[src/rtl/arbitro_serial.sv]
// rtl/arbitro_serial.sv - round-robin slot arbiter feeding a parallel-load serializer
module arbitro_serial #(
    parameter int                   CANT_BITS = 10,
    parameter logic [CANT_BITS-1:0] IDLE_WORD = 10'b0101111100
) (
    input  logic                     clk,
    input  logic                     rstN,
    input  logic                     habilitar,
    input  logic [3:0]               req,
    input  logic [4*CANT_BITS-1:0]   datos,
    output logic [3:0]               ack,
    output logic [CANT_BITS-1:0]     palabra,
    output logic                     cargar,
    output logic                     valido,
    output logic [1:0]               idx,
    output logic [15:0]              palabrasEnviadas
);

    localparam int CW = (CANT_BITS > 1) ? $clog2(CANT_BITS) : 1;
    localparam logic [CW-1:0] C_ULTIMO = CW'(CANT_BITS - 1);

    typedef enum logic [1:0] {
        SINC  = 2'd0,
        LIBRE = 2'd1,
        DATOS = 2'd2
    } estado_t;

    estado_t              r_estado;
    estado_t              w_estado_sig;
    logic [CW-1:0]        r_cont;
    logic [CANT_BITS-1:0] r_palabra;
    logic [3:0]           r_ack;
    logic [1:0]           r_idx;
    logic [1:0]           r_ultimo_idx;
    logic [15:0]          r_enviadas;

    logic                 w_frontera;
    logic                 w_conceder;
    logic [1:0]           w_base;
    logic [7:0]           w_req_doble;
    logic [3:0]           w_req_rot;
    logic [1:0]           w_desplaz;
    logic [1:0]           w_ganador;

    // The last cycle of a slot is the only moment requests are looked at.
    assign w_frontera  = (r_cont == C_ULTIMO);
    assign w_conceder  = w_frontera & habilitar & (|req);

    // Round-robin: rotate req so the slot after the last winner sits at bit 0,
    // then take the lowest set bit and rotate the position back.
    assign w_base      = r_ultimo_idx + 2'd1;
    assign w_req_doble = {req, req};
    assign w_req_rot   = w_req_doble[w_base +: 4];

    // Priority pick on the rotated request vector.
    always_comb begin
        w_desplaz = 2'd0;
        if (w_req_rot[0]) begin
            w_desplaz = 2'd0;
        end else if (w_req_rot[1]) begin
            w_desplaz = 2'd1;
        end else if (w_req_rot[2]) begin
            w_desplaz = 2'd2;
        end else begin
            w_desplaz = 2'd3;
        end
    end

    assign w_ganador = w_base + w_desplaz;

    // State register.
    always_ff @(posedge clk or negedge rstN) begin
        if (!rstN) begin
            r_estado <= SINC;
        end else begin
            r_estado <= w_estado_sig;
        end
    end

    // Next state: SINC lasts one cycle; every slot boundary picks DATOS or LIBRE.
    always_comb begin
        w_estado_sig = r_estado;
        case (r_estado)
            SINC:    w_estado_sig = LIBRE;
            LIBRE:   w_estado_sig = LIBRE;
            DATOS:   w_estado_sig = DATOS;
            default: w_estado_sig = SINC;
        endcase
        if (w_frontera) begin
            w_estado_sig = w_conceder ? DATOS : LIBRE;
        end
    end

    // Slot counter, word register, grant pulse and grant bookkeeping.
    always_ff @(posedge clk or negedge rstN) begin
        if (!rstN) begin
            r_cont       <= '0;
            r_palabra    <= IDLE_WORD;
            r_ack        <= 4'd0;
            r_idx        <= 2'd0;
            r_ultimo_idx <= 2'd3;
            r_enviadas   <= 16'd0;
        end else begin
            r_ack <= 4'd0;
            if (w_frontera) begin
                r_cont <= '0;
                if (w_conceder) begin
                    r_palabra    <= datos[w_ganador*CANT_BITS +: CANT_BITS];
                    r_ack        <= 4'b0001 << w_ganador;
                    r_idx        <= w_ganador;
                    r_ultimo_idx <= w_ganador;
                    r_enviadas   <= r_enviadas + 16'd1;
                end else begin
                    r_palabra <= IDLE_WORD;
                end
            end else begin
                r_cont <= r_cont + CW'(1);
            end
        end
    end

    // The load strobe marks the first cycle of each slot; it is held low while
    // reset is asserted even though the counter already sits at zero.
    assign cargar           = rstN & (r_cont == '0);
    assign valido           = (r_estado == DATOS);
    assign palabra          = r_palabra;
    assign ack              = r_ack;
    assign idx              = r_idx;
    assign palabrasEnviadas = r_enviadas;

endmodule

[config.mk]
export PLATFORM = sky130hd
export DESIGN_NAME = arbitro_serial
export DESIGN_NICKNAME = d
export VERILOG_FILES = /design/src/rtl/arbitro_serial.sv
export SDC_FILE = /design/constraint.sdc
export NUM_CORES = 1
export LEC_CHECK = 0
export ABC_AREA = 0
export CAP_MARGIN = 10
export CORE_MARGIN = 4
export CORE_UTILIZATION = 43
export CTS_CLUSTER_DIAMETER = 60
export CTS_CLUSTER_SIZE = 20
export DETAILED_ROUTE_END_ITERATION = 7
export GPL_TIMING_DRIVEN = 0
export PLACE_DENSITY = 0.79
export SKIP_CTS_REPAIR_TIMING = 1
export SLEW_MARGIN = 30
export SYNTH_ARGS = -nofsm -noshare
export SYNTH_HDL_FRONTEND = slang
export SYNTH_SLANG_ARGS = --single-unit
[constraint.sdc]
create_clock -name clk -period 2.9 [get_ports clk]
set_input_delay 0.58 -clock clk [delete_from_list [all_inputs] [get_ports clk]]
set_output_delay 0.58 -clock clk [all_outputs]
set_load 0.005 [all_outputs]
==> flow_summary.ini <==
[setup_path]
cp-start-kind = primary input
crit_fanout = 10
critPathKind = primary input to register
crit_chain = clkdlybuf4s50_1, nor3b_1, nor3_1, a21oi_1, ha_1, clkbuf_2, mux4_1, a22o_1
required_ns = 3.08
crit_arrival_ns = 2.93
slowest_stage = mux4_1
cp_slowest_stage_delay_ns = 0.62
cp-end-kind = register

[clock_network]
cts_tree = built
clock-sinks = 40
htree_levels = 2
cts_inserted_buffers = 5
clkTransAtPathRegs_ns = 0.08
cts_buffer_depth = 2
cts_root_buf = clkbuf_8
clk_latency_ns = 0.29

[routing]
ant_nets = 0
drt-initial-drc-count = 75
vias = 1662
wl_per_cell_um = 15.1
drt-total-wl_um = 4790
drtPass1Iterations = 4
route.detailed.drc = 0
viasPerCell = 5.23

[logic_synthesis]
synth_nets = 226
syn_area_um2 = 2050
synth_compound_area_share_pct = 9.03
synth_fa_ha_area_share_pct = 1.22
syn_area_per_cell_um2 = 11.6
synthSimpleGateAreaFrac_pct = 15.3
yosys_register_bits = 40
syn_inst = 177
yosysSeqAreaShare_pct = 49.3
synth_xor_area_share_pct = 7.63
muxShareOfSynthArea_pct = 13.9
synthDistinctLibCells = 35
ys_warn_count = 0
synth_top_family_by_area = simple AND/OR/NAND/NOR gates

[min_path]
hp-class = primary input to asynchronous set/reset pin

[power_and_ir_drop]
p_seq_share_pct = 36.3
p_switching_uw = 636
powerDensity_nw_per_um2 = 653
irDropWorstVdd_uv = 342
pwr-share-comb_pct = 45.1
intPower_uw = 1340
leakage_uw = 0.00133
switching_share_pct = 32.1
clock_power_share_pct = 18.6

[global_routing]
antenna_found_initial = 0
grt_overflow = 0
grt_pass1_wl_um = 7790
grt_max_degree = 26
grt_pass1_vias = 1661
grtUsageTotal_pct = 16.6

[timing]
finalCriticalPeriod_ns = 2.75
fmax_mhz = 364
hold_viol = 0
worstMarginPinSlew_ns = 0.559
drv_slew = 0
setup_viol = 0
slew-limit-headroom_pct = 62.8
whs_ns = 0.270
setup_slack_ns = 0.151
post-route-period-util_pct = 94.8
fin_worst_skew_ns = 0.00760
rsz0062_at_grt = no

[placement]
portBuffers = 80
routabilityCongestion = 0.735
dp.final_hpwl_um = 3790
place_worst_setup_slack_ns = -0.449

[final_layout]
utilization_pct = 67.7
nets = 314
n_antenna_cell = 0
drive_gt1_share_pct = 12.8
syn2layout_area_growth_pct = 47.8

[job]
max_cap_viol_count = 0

[floorplan]
die_h_um = 77.1
initial_utilization_pct = 45.8
pin_count = 81
core_area_um2 = 4470
chipWidth_um = 77.1
rows = 24
die_area_um2 = 5940

[run_status]
status = finished clean
-- critical path: cells and delay by family --
| kind | cells | cell delay, ns |
|---|---|---|
| AOI/OAI and AO/OA | 2 | 0.27 |
| adders and majority gates | 1 | 0.31 |
| buffers and inverters | 2 | 0.82 |
| muxes | 1 | 0.62 |
| and+or+nand+nor | 2 | 0.33 |
-- kinds of logic after synthesis --
group,after synthesis
buf+inv,14
compound gates,24
fa+ha+maj,2
mux,22
simple gates,58
xor+xnor,17
flops,40
-- layer usage --
| metal | up-vias | routed length, um | GRT usage, % |
|---|---|---|---|
| met5 | - | 0 | 0 |
| met4 | 0 | 81 | 5.52 |
| met3 | 9 | 342 | 6.09 |
| met2 | 55 | 2360 | 28.8 |
| met1 | 794 | 2000 | 18.8 |
| li1 | 804 | - | - |
-- Yosys cell counts --
cell type / instances / area share, %
o211ai_1: 1 / 0.37
nor4b_2: 1 / 0.73
xnor2_1: 16 / 6.8
nand2_1: 24 / 4.4
a21oi_1: 5 / 1.2
and3_1: 5 / 1.5
o311ai_2: 1 / 0.79
and4_1: 1 / 0.43
or2_2: 1 / 0.31
and2_1: 1 / 0.31
mux4_1: 4 / 5.1
nor2_1: 5 / 0.92
o22a_1: 6 / 2.6
buf_6: 2 / 1.1
xnor2_2: 1 / 0.79
inv_1: 4 / 0.73
o21ai_0: 4 / 0.98
mux2i_1: 18 / 8.8
nor3b_1: 2 / 0.73
nand4_1: 4 / 1.2
clkbuf_1: 2 / 0.37
buf_1: 1 / 0.18
nor4_1: 1 / 0.31
nand2b_4: 2 / 1.3
nor2b_1: 2 / 0.61
nor3_1: 2 / 0.49
a21o_1: 1 / 0.37
nor2_4: 1 / 0.55
a31oi_2: 1 / 0.61
a22o_1: 5 / 2.1
ha_1: 2 / 1.2
nand3_1: 6 / 1.5
dfstp_2: 8 / 10
buf_2: 5 / 1.2
dfrtp_1: 32 / 39
-- flip-flops by register name, summed over array words and instances, names as in the netlist --
name and flops:
r_estado 2, palabrasEnviadas 16, idx 2, r_cont 4
palabra 10, r_ultimo_idx 2, ack 4
-- layout make-up --
class / instances / area [um^2]
inverters: 4 / 15.0
fillers: 347 / 1440
flip-flops and latches: 40 / 1010
multi-input cells: 123 / 966
repair buffers: 81 / 823
clock inverters: 3 / 18.8
plain buffers: 10 / 62.6
well taps: 52 / 65.1
clock buffers: 5 / 68.8
-- placed cells by master, fill, tap and decap left out, types with 2 or more instances in the layout --
master,count
clkdlybuf4s50_1,79
dfrtp_1,32
nand2_1,24
mux2i_1,18
xnor2_1,16
dfstp_2,8
nand3_1,6
o22a_1,6
nor2_1,5
a21oi_1,5
and3_1,5
buf_2,5
a22o_1,5
clkbuf_8,5
inv_1,4
o21ai_0,4
nand4_1,4
mux4_1,4
buf_6,2
nor3b_1,2
nor3_1,2
nand2b_4,2
nor2b_1,2
ha_1,2
clkinv_2,2
-- worst paths after layout --
path	startpoint	slack, ns	cells after the start	end
max	req[2]	0.15	8	palabra[1]
min	rstN	0.27	1	palabrasEnviadas[5]
max reg2reg	r_ultimo_idx[1]	0.39	8	palabra[1]
min reg2reg	r_estado[1]	0.46	1	r_estado[0]
max in group asynchronous	rstN	2.06	2	palabra[2]
min in group clk	r_estado[1]	0.46	1	r_estado[0]
-- stage by stage --
step	area (um^2)	setup TNS (ns)	power (uW)	instances
final	3030	0	1980	318
after global routing	3030	0	2100	318
after CTS	3030	-1.03	2000	318
after detailed placement	2940	-4.69	1630	310
after global placement	2920	-5.10	1610	309
after floorplan	2050	0	1300	177
-- power groups by stage --
stage | combinational, uW | sequential, uW | clock, uW
CTS | 901 | 719 | 375
detailed placement | 900 | 726 | 0
finish | 893 | 718 | 369
global route | 974 | 731 | 398
global placement | 881 | 726 | 0
floorplan | 572 | 725 | 0
Power figures use the tool's default switching activity.
